<file path="src/rtl/data_repeater_stream_if.sv">
// Stream interface for data_repeater_stream.
//
// Carries the input word handshake (i_bits, i_n_rep, i_mode, i_valid, o_ready) and the output
// beat handshake (o_extended_bits, o_valid, i_ready, o_last). Signal names are from the block's
// point of view: i_* are driven towards the block, o_* are driven by it.
//
// Modports:
//   slave  - the repeater block itself
//   master - the environment (data source + downstream consumer)
//
// Optional: DATA_REPEATER_PARITY_EN adds o_parity (XOR of the current beat).
interface data_repeater_stream_if #(
  parameter int unsigned N_BITS_IN  = 3,
  parameter int unsigned N_BITS_OUT = 8,
  parameter int unsigned N_REPT_MAX = 5
);
  localparam int unsigned NB_REP = $clog2(N_REPT_MAX + 1);

  logic [N_BITS_IN-1:0]  i_bits;
  logic [NB_REP-1:0]     i_n_rep;
  logic                  i_mode;
  logic                  i_valid;
  logic                  o_ready;
  logic [N_BITS_OUT-1:0] o_extended_bits;
  logic                  o_valid;
  logic                  i_ready;
  logic                  o_last;
`ifdef DATA_REPEATER_PARITY_EN
  logic                  o_parity;
`endif

  modport slave (
    input  i_bits,
    input  i_n_rep,
    input  i_mode,
    input  i_valid,
    input  i_ready,
    output o_ready,
    output o_extended_bits,
    output o_valid,
    output o_last
`ifdef DATA_REPEATER_PARITY_EN
    ,
    output o_parity
`endif
  );

  modport master (
    output i_bits,
    output i_n_rep,
    output i_mode,
    output i_valid,
    output i_ready,
    input  o_ready,
    input  o_extended_bits,
    input  o_valid,
    input  o_last
`ifdef DATA_REPEATER_PARITY_EN
    ,
    input  o_parity
`endif
  );

endinterface

</file>
<file path="src/rtl/data_repeater_stream.sv">
// Registered bit repeater with stream output.
//
// Accepts an N_BITS_IN word plus a repetition count, builds the expansion in which each input
// bit k is repeated rep times at E[k*rep +: rep], and emits it as N_BITS_OUT-wide beats:
//   mode 0 - a single beat E[N_BITS_OUT-1:0] (truncated or zero-padded), o_last=1
//   mode 1 - ceil(N_BITS_IN*rep / N_BITS_OUT) beats, o_last on the final one
// The repetition count is clamped to [1, N_REPT_MAX].
//
// Ports:
//   i_clock - clock, rising edge
//   i_reset - synchronous active-high reset
//   bus     - data_repeater_stream_if.slave (input word handshake + output beat handshake)
//
// Optional: define DATA_REPEATER_PARITY_EN to drive bus.o_parity = ^o_extended_bits.
module data_repeater_stream #(
  parameter int unsigned N_BITS_IN  = 3,
  parameter int unsigned N_BITS_OUT = 8,
  parameter int unsigned N_REPT_MAX = 5
) (
  input logic                   i_clock,
  input logic                   i_reset,
  data_repeater_stream_if.slave bus
);

  localparam int unsigned NB_REP   = $clog2(N_REPT_MAX + 1);
  localparam int unsigned ExpW     = N_BITS_IN * N_REPT_MAX;
  localparam int unsigned MaxBeats = (ExpW + N_BITS_OUT - 1) / N_BITS_OUT;
  // Expansion zero-extended to a whole number of beats so every beat slice is in range.
  localparam int unsigned PadW     = MaxBeats * N_BITS_OUT;
  localparam int unsigned CntW     = (MaxBeats > 1) ? $clog2(MaxBeats) : 1;

  typedef enum logic [0:0] {StIdle, StEmit} state_e;

  state_e              state_q, state_d;
  logic [PadW-1:0]     shift_q, shift_d;
  logic [CntW-1:0]     beat_q, beat_d;
  logic [CntW-1:0]     last_q, last_d;

  logic                ready;
  logic                accept;
  logic                emit;
  logic                is_last;
  logic                xfer;
  logic [N_BITS_OUT-1:0] beat;

  int unsigned         rep_c;
  int unsigned         len_c;
  int unsigned         beats_c;
  logic [ExpW-1:0]     exp_c;
  logic [ExpW-1:0]     rep_mask;
  logic [N_BITS_IN-1:0] bits_sh;

  // Repetition clamp and beat count for the word currently offered on the input.
  always_comb begin
    rep_c = 32'(bus.i_n_rep);
    if (bus.i_n_rep == '0) begin
      rep_c = 1;
    end else if (bus.i_n_rep > NB_REP'(N_REPT_MAX)) begin
      rep_c = N_REPT_MAX;
    end
    len_c   = N_BITS_IN * rep_c;
    beats_c = bus.i_mode ? (len_c + N_BITS_OUT - 1) / N_BITS_OUT : 1;
    last_d  = CntW'(beats_c - 1);
  end

  // Expansion built MSB-first by shifting: each step appends rep copies of the next lower bit,
  // so bit k ends up at E[k*rep +: rep] and everything at or above L stays zero.
  always_comb begin
    exp_c    = '0;
    bits_sh  = '0;
    rep_mask = ~({ExpW{1'b1}} << rep_c);
    for (int k = N_BITS_IN - 1; k >= 0; k--) begin
      bits_sh = bus.i_bits >> k;
      exp_c   = exp_c << rep_c;
      if (bits_sh[0]) begin
        exp_c = exp_c | rep_mask;
      end
    end
  end

  // Handshake qualifiers.
  always_comb begin
    emit    = (state_q == StEmit);
    ready   = (state_q == StIdle) && !i_reset;
    accept  = ready && bus.i_valid;
    is_last = emit && (beat_q == last_q);
    xfer    = emit && bus.i_ready;
  end

  // State register.
  always_ff @(posedge i_clock) begin
    if (i_reset) begin
      state_q <= StIdle;
    end else begin
      state_q <= state_d;
    end
  end

  // Next-state logic.
  always_comb begin
    state_d = state_q;
    unique case (state_q)
      StIdle: begin
        if (accept) begin
          state_d = StEmit;
        end
      end
      StEmit: begin
        if (xfer && is_last) begin
          state_d = StIdle;
        end
      end
      default: state_d = StIdle;
    endcase
  end

  // Datapath next values: load on accept, shift one beat down on each non-final transfer,
  // clear after the final transfer so the output bus idles at zero.
  always_comb begin
    shift_d = shift_q;
    beat_d  = beat_q;
    if (accept) begin
      shift_d = PadW'(exp_c);
      beat_d  = '0;
    end else if (xfer) begin
      if (is_last) begin
        shift_d = '0;
        beat_d  = '0;
      end else begin
        shift_d = shift_q >> N_BITS_OUT;
        beat_d  = beat_q + 1'b1;
      end
    end
  end

  always_ff @(posedge i_clock) begin
    if (i_reset) begin
      shift_q <= '0;
      beat_q  <= '0;
      last_q  <= '0;
    end else begin
      shift_q <= shift_d;
      beat_q  <= beat_d;
      if (accept) begin
        last_q <= last_d;
      end
    end
  end

  // Outputs are decoded from registered state only; they cannot change under backpressure
  // because shift_q/beat_q only move on a transfer.
  always_comb begin
    beat                = emit ? shift_q[N_BITS_OUT-1:0] : '0;
    bus.o_ready         = ready;
    bus.o_valid         = emit;
    bus.o_last          = is_last;
    bus.o_extended_bits = beat;
`ifdef DATA_REPEATER_PARITY_EN
    bus.o_parity        = ^beat;
`endif
  end

endmodule

</file>
<file path="src/flat_wrapper.sv">
// flat-port wrapper written by rule: the top's interface ports become plain ports
module data_repeater_stream_flat 
#(
  parameter int unsigned N_BITS_IN  = 3,
  parameter int unsigned N_BITS_OUT = 8,
  parameter int unsigned N_REPT_MAX = 5
)
  (i_clock, i_reset, bus_i_bits, bus_i_n_rep, bus_i_mode, bus_i_valid, bus_i_ready, bus_o_ready, bus_o_extended_bits, bus_o_valid, bus_o_last);
  data_repeater_stream_if #(.N_BITS_IN(N_BITS_IN), .N_BITS_OUT(N_BITS_OUT), .N_REPT_MAX(N_REPT_MAX)) bus_i ();
  input logic i_clock;
  input logic i_reset;
  input wire logic [$bits(bus_i.i_bits)-1:0] bus_i_bits;
  input wire logic [$bits(bus_i.i_n_rep)-1:0] bus_i_n_rep;
  input wire logic [$bits(bus_i.i_mode)-1:0] bus_i_mode;
  input wire logic [$bits(bus_i.i_valid)-1:0] bus_i_valid;
  input wire logic [$bits(bus_i.i_ready)-1:0] bus_i_ready;
  output wire logic [$bits(bus_i.o_ready)-1:0] bus_o_ready;
  output wire logic [$bits(bus_i.o_extended_bits)-1:0] bus_o_extended_bits;
  output wire logic [$bits(bus_i.o_valid)-1:0] bus_o_valid;
  output wire logic [$bits(bus_i.o_last)-1:0] bus_o_last;
  assign bus_i.i_bits = bus_i_bits;
  assign bus_i.i_n_rep = bus_i_n_rep;
  assign bus_i.i_mode = bus_i_mode;
  assign bus_i.i_valid = bus_i_valid;
  assign bus_i.i_ready = bus_i_ready;
  assign bus_o_ready = bus_i.o_ready;
  assign bus_o_extended_bits = bus_i.o_extended_bits;
  assign bus_o_valid = bus_i.o_valid;
  assign bus_o_last = bus_i.o_last;
  data_repeater_stream #(.N_BITS_IN(N_BITS_IN), .N_BITS_OUT(N_BITS_OUT), .N_REPT_MAX(N_REPT_MAX)) u_core (.i_clock(i_clock), .i_reset(i_reset), .bus(bus_i));
endmodule
</file>
<file path="config.mk">
export PLATFORM = sky130hd
export DESIGN_NAME = data_repeater_stream_flat
export DESIGN_NICKNAME = d
export VERILOG_FILES = /design/src/rtl/data_repeater_stream_if.sv /design/src/rtl/data_repeater_stream.sv /design/src/flat_wrapper.sv
export SDC_FILE = /design/constraint.sdc
export NUM_CORES = 1
export LEC_CHECK = 0
export BUFFER_PORTS_ARGS = -buffer_cell sky130_fd_sc_hd__buf_4
export CORE_MARGIN = 4
export CORE_UTILIZATION = 54
export DETAILED_ROUTE_END_ITERATION = 16
export PLACE_DENSITY = 0.8
export SYNTH_ARGS = -nofsm -noshare
export SYNTH_HDL_FRONTEND = slang
export SYNTH_SLANG_ARGS = --single-unit
</file>
<file path="constraint.sdc">
create_clock -name i_clock -period 3.7 [get_ports i_clock]
set_input_delay 0.74 -clock i_clock [delete_from_list [all_inputs] [get_ports i_clock]]
set_output_delay 0.74 -clock i_clock [all_outputs]
set_load 0.01 [all_outputs]
</file>
==> results of run 1 <==
## final cells by class
| type | instances | area [sq um] |
|---|---|---|
| Clock buffer | 4 | 36.3 |
| Timing Repair Buffer | 21 | 158 |
| Sequential cell | 18 | 360 |
| Tap cell | 25 | 31.3 |
| Inverter | 3 | 11.3 |
| Fill cell | 151 | 581 |
| Multi-Input combinational cell | 90 | 549 |
## how the worst min path moves through the flow
stage                     slack (ns)          startpoint                  to
final                           0.46   u_core.shift_q[9]   u_core.shift_q[9]
after global routing            0.49  u_core.shift_q[12]  u_core.shift_q[12]
after floorplan                 0.43   u_core.shift_q[9]   u_core.shift_q[9]
after global placement          0.44   u_core.shift_q[9]   u_core.shift_q[9]
after CTS                       0.47   u_core.shift_q[9]   u_core.shift_q[9]
after detailed placement        0.45  u_core.shift_q[12]  u_core.shift_q[12]
## worst max-delay path, cell delays in order, from the launching register on
cell     delay [ns]
dfxtp_1        0.77
nand2_1        0.19
inv_1          0.10
buf_4          0.12
## state kept, by name (all words and copies together), names as in the netlist
name and cells:
u_core.bus.o_valid 1, u_core.last_q 1, u_core.shift_q 15, u_core.beat_q 1
## per-layer routing
layer | wire, um | vias to the layer above
met4 | 10 | 0
met1 | 1020 | 399
met2 | 1100 | 18
met3 | 69 | 2
met5 | 0 | -
li1 | - | 459
## kinds of logic after synthesis
kind of cell,synth area share (%)
and+or+nand+nor,29.9
AOI/OAI and AO/OA,21.5
DFF,36.5
buffers and inverters,7.86
muxes,3.30
xor gates and xnor gates,0.887
## layout by cell type (no fill, tap or decap), types with 2 or more instances in the layout
master	n
a211oi_1	3
a21oi_1	13
a22oi_1	2
a31oi_1	2
and2_1	9
buf_4	21
clkbuf_4	3
dfxtp_1	18
inv_1	3
mux2_2	2
nand2_1	12
nand3_1	7
nand4_1	2
nor2_1	10
nor3_1	4
o21ai_0	4
o22ai_1	2
## through the flow
step	hold slack (ns)	total power [mW]	worst slack, ns	std cells	cell area [sq um]
CTS	0.466	0.431	1.49	161	1150
detailed placement	0.447	0.314	1.65	157	1110
floorplan	0.430	0.287	1.73	120	987
global placement	0.443	0.311	1.69	157	1110
finish	0.464	0.426	1.50	161	1150
global route	0.485	0.452	1.36	161	1150
## where the power goes
part / switching [mW] / leakage (nW) / total, mW / internal [mW]
registers: 0.0128 / 0.147 / 0.219 / 0.206
logic: 0.0504 / 0.294 / 0.0904 / 0.0400
clock network: 0.0568 / 0.0210 / 0.117 / 0.0599
total: 0.120 / 0.462 / 0.426 / 0.306
==> results.txt, run 1 <==
R2R depth -> 4
initial antenna violation count -> 0
met3 usage -> 4.45%
grt peak-use layer -> met2
DRC -> 0
fin crit share -> 59.5%
Initial Utilization -> 57.2%
worst hold path depth -> 2
count of cell types in the netlist -> 36
Yosys top cell area share -> 36.5%
Ant. Diodes -> 0
EDFF count, synth -> 0
GRT met1 Usage -> 24.5%
cell row count -> 15
Detailed Route Iter0 Violations -> 20
die height -> 50.8 um
Post-synth top cells -> dfxtp_1, a21oi_1, nand2_1, nor2_1, and2_1
Worst EP arrival -> 1.46 ns
routability cong. -> 0.859
CP required -> 2.96 ns
normalized max-slew margin -> 54.6%
Clock Skew -> 0.00429 ns
total iterations of the first detailed-routing run -> 4
first-pass GRT wire length -> 3760 um
CP Class -> reg -> out
#FFs+latches synth -> 18
PostCTS Resize Cnt -> 0
share of cells above drive strength 1 -> 25.0%
WL/cell -> 13.6 um
Post-Syn Instances -> 120
DP HPWL -> 1660 um
most frequent cell after synthesis -> dfxtp_1
vias per cell -> 5.45
Slew Viols, Final -> 0
largest net degree at the start of global routing -> 22
# hold bufs at CTS -> 0
RSZ-0062 raised after global routing -> no
Pleak -> 0.462 nW
reg2reg start -> u_core.bus.o_valid
Num CTS Buffers -> 3
Root Buffer -> clkbuf_4
# H-tree levels -> 1
io pins -> 22
measured slew at the worst slew-check pin -> 0.680 ns
die area -> 0.00258 sq mm
Num Clock Sinks -> 18
power density cells -> 371 mW/mm^2
worst ir drop on vdd -> 248 uV
post-route setup TNS -> 0 ns
clock transition at the registers of the reported paths -> 0.10 ns
clock latency on the worst-skew pair -> 0.29 ns
Setup Buffers After CTS -> 0
last element of the critical path -> bus_o_last
post-synthesis instance area -> 987 sq um
Vias -> 878
Max-Cap Viols -> 0
HP Class -> reg -> reg
Mapped Nets -> 131
Detailed Route WL -> 2200 um
Port Buf Inserts -> 21
Tot GR Track Use -> 18.9%
Syn Area/Cell -> 8.23 sq um
minimum clock period -> 2.20 ns
vias in the first global route -> 841
Hold Fails Final Rpt -> 0
fmax -> 0.454 GHz
setup slack, reg-to-reg -> 1.90 ns
Core ar. -> 0.00173 sq mm
GR Util met2 -> 32.2%
area grow syn2layout -> 16.1%
clk buf depth -> 2
CTS tree -> yes
biggest area consumer among synthesized cells -> dfxtp_1
Crit Path Max Fanout -> 21
yosys warns -> 0
sequential share of the synthesized area -> 36.5%
Antenna Nets Post-Route -> 0
endpoints failing setup -> 0
worst setup path start -> u_core.bus.o_valid
status -> finished clean
kind of end point of the critical path -> output port
die width -> 50.8 um
GRT Residual Overflow -> 0
r2r endpoint -> u_core.shift_q[4]
Area contributors post-synth -> dfxtp_1, a21oi_1, and2_1
final core occ -> 66.4%
Startpoint Class -> flip-flop
top_reg_cell synth -> dfxtp_1
ys async rst share -> 0%
Net count, final -> 148
Power figures use the tool's default switching activity.
==> inputs of run 2 (changes only) <==
CORE_UTILIZATION = 52   (was 54)
PLACE_DENSITY = 0.77   (was 0.8)
clock period = 2.1 ns   (was 3.7 ns; I/O delays follow)
==> results.txt, run 2 (same netlist as run 1, synthesis figures left out) <==
# H-tree levels -> 1
slowest stage cell, crit path -> dfxtp_1
status -> finished clean
share of cells above drive strength 1 -> 25.0%
placed inst area -> 0.00112 sq mm
minimum clock period -> 1.84 ns
DRC -> 0
Root Buffer -> clkbuf_4
R2R depth -> 4
Vias -> 927
Net count, final -> 149
normalized max-slew margin -> 64.1%
Largest Register -> u_core.shift_q
DP HPWL -> 1720 um
die area -> 0.00266 sq mm
Detailed Route Iter0 Violations -> 17
commonest non-fill, non-tap cells in the layout -> buf_4, dfxtp_1, a21oi_1
Layout Cells excl Fill -> 161
number of flip-flops in the largest register -> 15
clock transition at the registers of the reported paths -> 0.10 ns
Detailed Route WL -> 2310 um
endpoints failing setup -> 0
area of the multi-input gates -> 549 sq um
Initial Utilization -> 56.0%
PostCTS Resize Cnt -> 0
vias per cell -> 5.76
Hold Fails Final Rpt -> 0
power density cells -> 636 mW/mm^2
Antenna Nets Post-Route -> 0
worst hold path depth -> 2
routability cong. -> 0.859
CP max stage delay -> 0.59 ns
Crit Path Max Fanout -> 12
largest net degree at the start of global routing -> 19
CP required -> 1.68 ns
clk buf depth -> 2
WL/cell -> 14.3 um
total iterations of the first detailed-routing run -> 4
Ant. Diodes -> 0
CTS tree -> yes
Num CTS Buffers -> 3
Startpoint Class -> flip-flop
RSZ-0062 raised after global routing -> no
HP Class -> in -> reg
cell row count -> 15
Tot GR Track Use -> 19.5%
die width -> 51.6 um
post-route setup TNS -> 0 ns
Slew Viols, Final -> 0
FF+latch area -> 360 sq um
kind of end point of the critical path -> output port
fmax -> 0.543 GHz
Core ar. -> 0.00176 sq mm
fin area -> 0.00114 sq mm
total chip power -> 725 uW
Max-Cap Viols -> 0
worst ir drop on vdd -> 432 uV
first-pass GRT wire length -> 3820 um
die height -> 51.6 um
initial antenna violation count -> 0
Port Buf Inserts -> 21
io pins -> 22
fin crit share -> 87.7%
CP Cell Sequence -> buf_4, nand2_1, inv_1, buf_4
clock latency on the worst-skew pair -> 0.30 ns
area grow syn2layout -> 15.5%
most used cell, CP -> buf_4
vias in the first global route -> 863
commonest non-fill, non-tap cell in the layout -> buf_4
Pleak -> 0.460 nW
Num Clock Sinks -> 18
# hold bufs at CTS -> 0
measured slew at the worst slew-check pin -> 0.538 ns
cell count after placement -> 158
GRT Residual Overflow -> 0
Clock Skew -> 0.00313 ns
Fill cells -> 173
Worst EP arrival -> 1.42 ns
CP Class -> reg -> out
Setup Buffers After CTS -> 0
[run 2: cell type report]
cell class	count	area share, %
well taps	25	2.74
inverters	3	0.988
multi-input cells	90	48.2
flip-flops and latches	18	31.6
clock buffers	3	1.98
repair buffers	22	14.5
[run 2: path summary, 6_finish.rpt]
kind                                          end                from  slack (ns)
worst max-delay path                   bus_o_last  u_core.bus.o_valid        0.26
worst min-delay path                u_core.last_q          bus_i_mode        0.34
worst max register to register  u_core.shift_q[3]  u_core.bus.o_valid        0.43
worst min register to register  u_core.shift_q[9]   u_core.shift_q[9]        0.46
[run 2: stage by stage]
| step | utilization (%) | hold slack [ns] | worst slack (ns) |
|---|---|---|---|
| CTS | 64.6 | 0.341 | 0.277 |
| global placement | 63.3 | 0.447 | 0.437 |
| floorplan | - | 0.430 | 0.609 |
| global route | 64.6 | 0.345 | 0.176 |
| finish | 64.6 | 0.343 | 0.259 |
| detailed placement | 63.3 | 0.450 | 0.316 |
[run 2: report_power, final]
group / switching [mW] / internal, mW / total (mW)
Clock: 0.107 / 0.0669 / 0.174
Sequential: 0.0171 / 0.363 / 0.380
Combinational: 0.0978 / 0.0733 / 0.171
Total: 0.222 / 0.503 / 0.725
[run 2: layer usage]
layer | wire, um | GRT usage, % | vias to the layer above
li1 | - | - | 460
met1 | 1050 | 25.8 | 419
met2 | 1030 | 29.4 | 42
met3 | 180 | 2.87 | 6
met4 | 53 | 12.7 | 0
met5 | 0 | 0 | -
[run 2: worst max-delay path, delay by kind of cell, from the launching register on]
kind / cells / cell delay (ns)
flops: 1 / 0.59
buf+inv: 3 / 0.44
simple gates: 1 / 0.09
==> inputs of run 3 (changes only) <==
ABC_CLOCK_PERIOD_IN_PS = 1750   (was unset)
clock period = 1.75 ns   (was 2.1 ns; I/O delays follow)
==> results.txt, run 3 (same netlist as run 1, synthesis figures left out) <==
status -> finished clean
WL/cell -> 13.6 um
share of cells above drive strength 1 -> 27.5%
io pins -> 22
Setup Buffers After CTS -> 0
Clock Power Share -> 27.2%
r2r endpoint -> u_core.shift_q[3]
commonest non-fill, non-tap cell in the layout -> buf_4
reg2reg start -> u_core.bus.o_valid
Num CTS Buffers -> 3
Root Buffer -> clkbuf_4
CP Class -> reg -> out
worst setup path start -> u_core.last_q
cell count after placement -> 159
Worst EP arrival -> 1.22 ns
Max-Cap Viols -> 0
Pleak -> 0.474 nW
Ant. Diodes -> 0
DRC -> 0
Detailed Route WL -> 2220 um
minimum clock period -> 1.57 ns
switching share of power -> 28.3%
fin crit share -> 89.5%
total iterations of the first detailed-routing run -> 4
Tot GR Track Use -> 19.1%
die area -> 0.00266 sq mm
Crit Path Max Fanout -> 4
kind of end point of the critical path -> output port
largest net degree at the start of global routing -> 19
die height -> 51.6 um
Worst Hold End -> u_core.last_q
measured slew at the worst slew-check pin -> 0.516 ns
# H-tree levels -> 1
normalized max-slew margin -> 65.6%
Num Clock Sinks -> 18
internal power -> 653 uW
endpoints failing setup -> 0
Vias -> 914
vias per cell -> 5.61
clock transition at the registers of the reported paths -> 0.10 ns
Min Hold Slack -> 0.285 ns
fmax -> 0.639 GHz
HP Class -> in -> reg
vias in the first global route -> 850
Initial Utilization -> 56.0%
sw power -> 258 uW
Hold Fails Final Rpt -> 0
Net count, final -> 150
Startpoint Class -> flip-flop
Hold Crit Start -> bus_i_mode
Clock Skew -> 0.00628 ns
Largest Register -> u_core.shift_q
Detailed Route Iter0 Violations -> 24
worst ir drop on vdd -> 424 uV
RSZ-0062 raised after global routing -> no
area grow syn2layout -> 18.5%
R2R depth -> 4
commonest non-fill, non-tap cells in the layout -> buf_4, dfxtp_1, a21oi_1
worst hold path depth -> 2
die width -> 51.6 um
power density cells -> 779 mW/mm^2
Sequential Power Share -> 49.9%
Core ar. -> 0.00176 sq mm
Layout Cells excl Fill -> 163
GRT Residual Overflow -> 0
cell row count -> 15
post-route setup TNS -> 0 ns
first-pass GRT wire length -> 3910 um
initial antenna violation count -> 0
Logic pwr share -> 22.9%
final core occ -> 66.3%
Antenna Nets Post-Route -> 0
CP required -> 1.40 ns
Slew Viols, Final -> 0
setup slack, reg-to-reg -> 0.22 ns
routability cong. -> 0.905
number of flip-flops in the largest register -> 15
clock latency on the worst-skew pair -> 0.28 ns
Port Buf Inserts -> 21
clk buf depth -> 2
DP HPWL -> 1700 um
CTS tree -> yes
run 3: worst max-delay path, stage by stage (launching register included):
cell and delay [ns]:
dfxtp_1 0.36, xnor2_2 0.26, nand2_1 0.13, inv_1 0.07, buf_4 0.11
run 3: worst max-delay path by stage:
stage                        endpoint  slack (ns)  cells after the start
CTS                        bus_o_last        0.07                      4
finish                     bus_o_last        0.18                      4
global placement    u_core.shift_q[3]        0.09                      5
detailed placement  u_core.shift_q[3]        0.08                      5
global route               bus_o_last        0.09                      4
floorplan           u_core.shift_q[3]        0.30                      5
run 3: layout make-up:
type,count,area (sq um)
timing repair buffer,23,173
sequential,18,362
tap,25,31.3
inverter,3,11.3
clock buffer,4,36.3
multi-input combinational,90,557
fill,168,594
run 3: per-stage QoR:
step           setup slack [ns]  cell area [sq um]  power, mW
3_3_place_gp             0.0905               1120      0.665
6_report                  0.184               1170      0.911
3_5_place_dp             0.0836               1120      0.669
5_1_grt                  0.0889               1170      0.964
4_1_cts                  0.0730               1160      0.913
2_1_floorplan             0.298                987      0.607
run 3: repair_timing:
| item | in CTS | in global routing |
|---|---|---|
| resized for setup | 0 | 2 |
| hold buffers | 0 | 0 |
| setup endpoints to repair | 0 | 1 |
run 3: power by group through the flow:
stage	logic, mW	registers (mW)	clock network [mW]
2_1_floorplan	0.151	0.456	0
3_3_place_gp	0.203	0.462	0
3_5_place_dp	0.205	0.463	0
4_1_cts	0.207	0.453	0.253
5_1_grt	0.234	0.458	0.272
6_report	0.209	0.455	0.248
run 3: per-layer routing:
metal | global-route usage, % | up-vias | routed length, um
met1 | 27.0 | 420 | 1010
met4 | 5.24 | 0 | 14
li1 | - | 463 | -
met2 | 30.1 | 29 | 1060
met3 | 2.87 | 2 | 130
met5 | 0 | - | 0
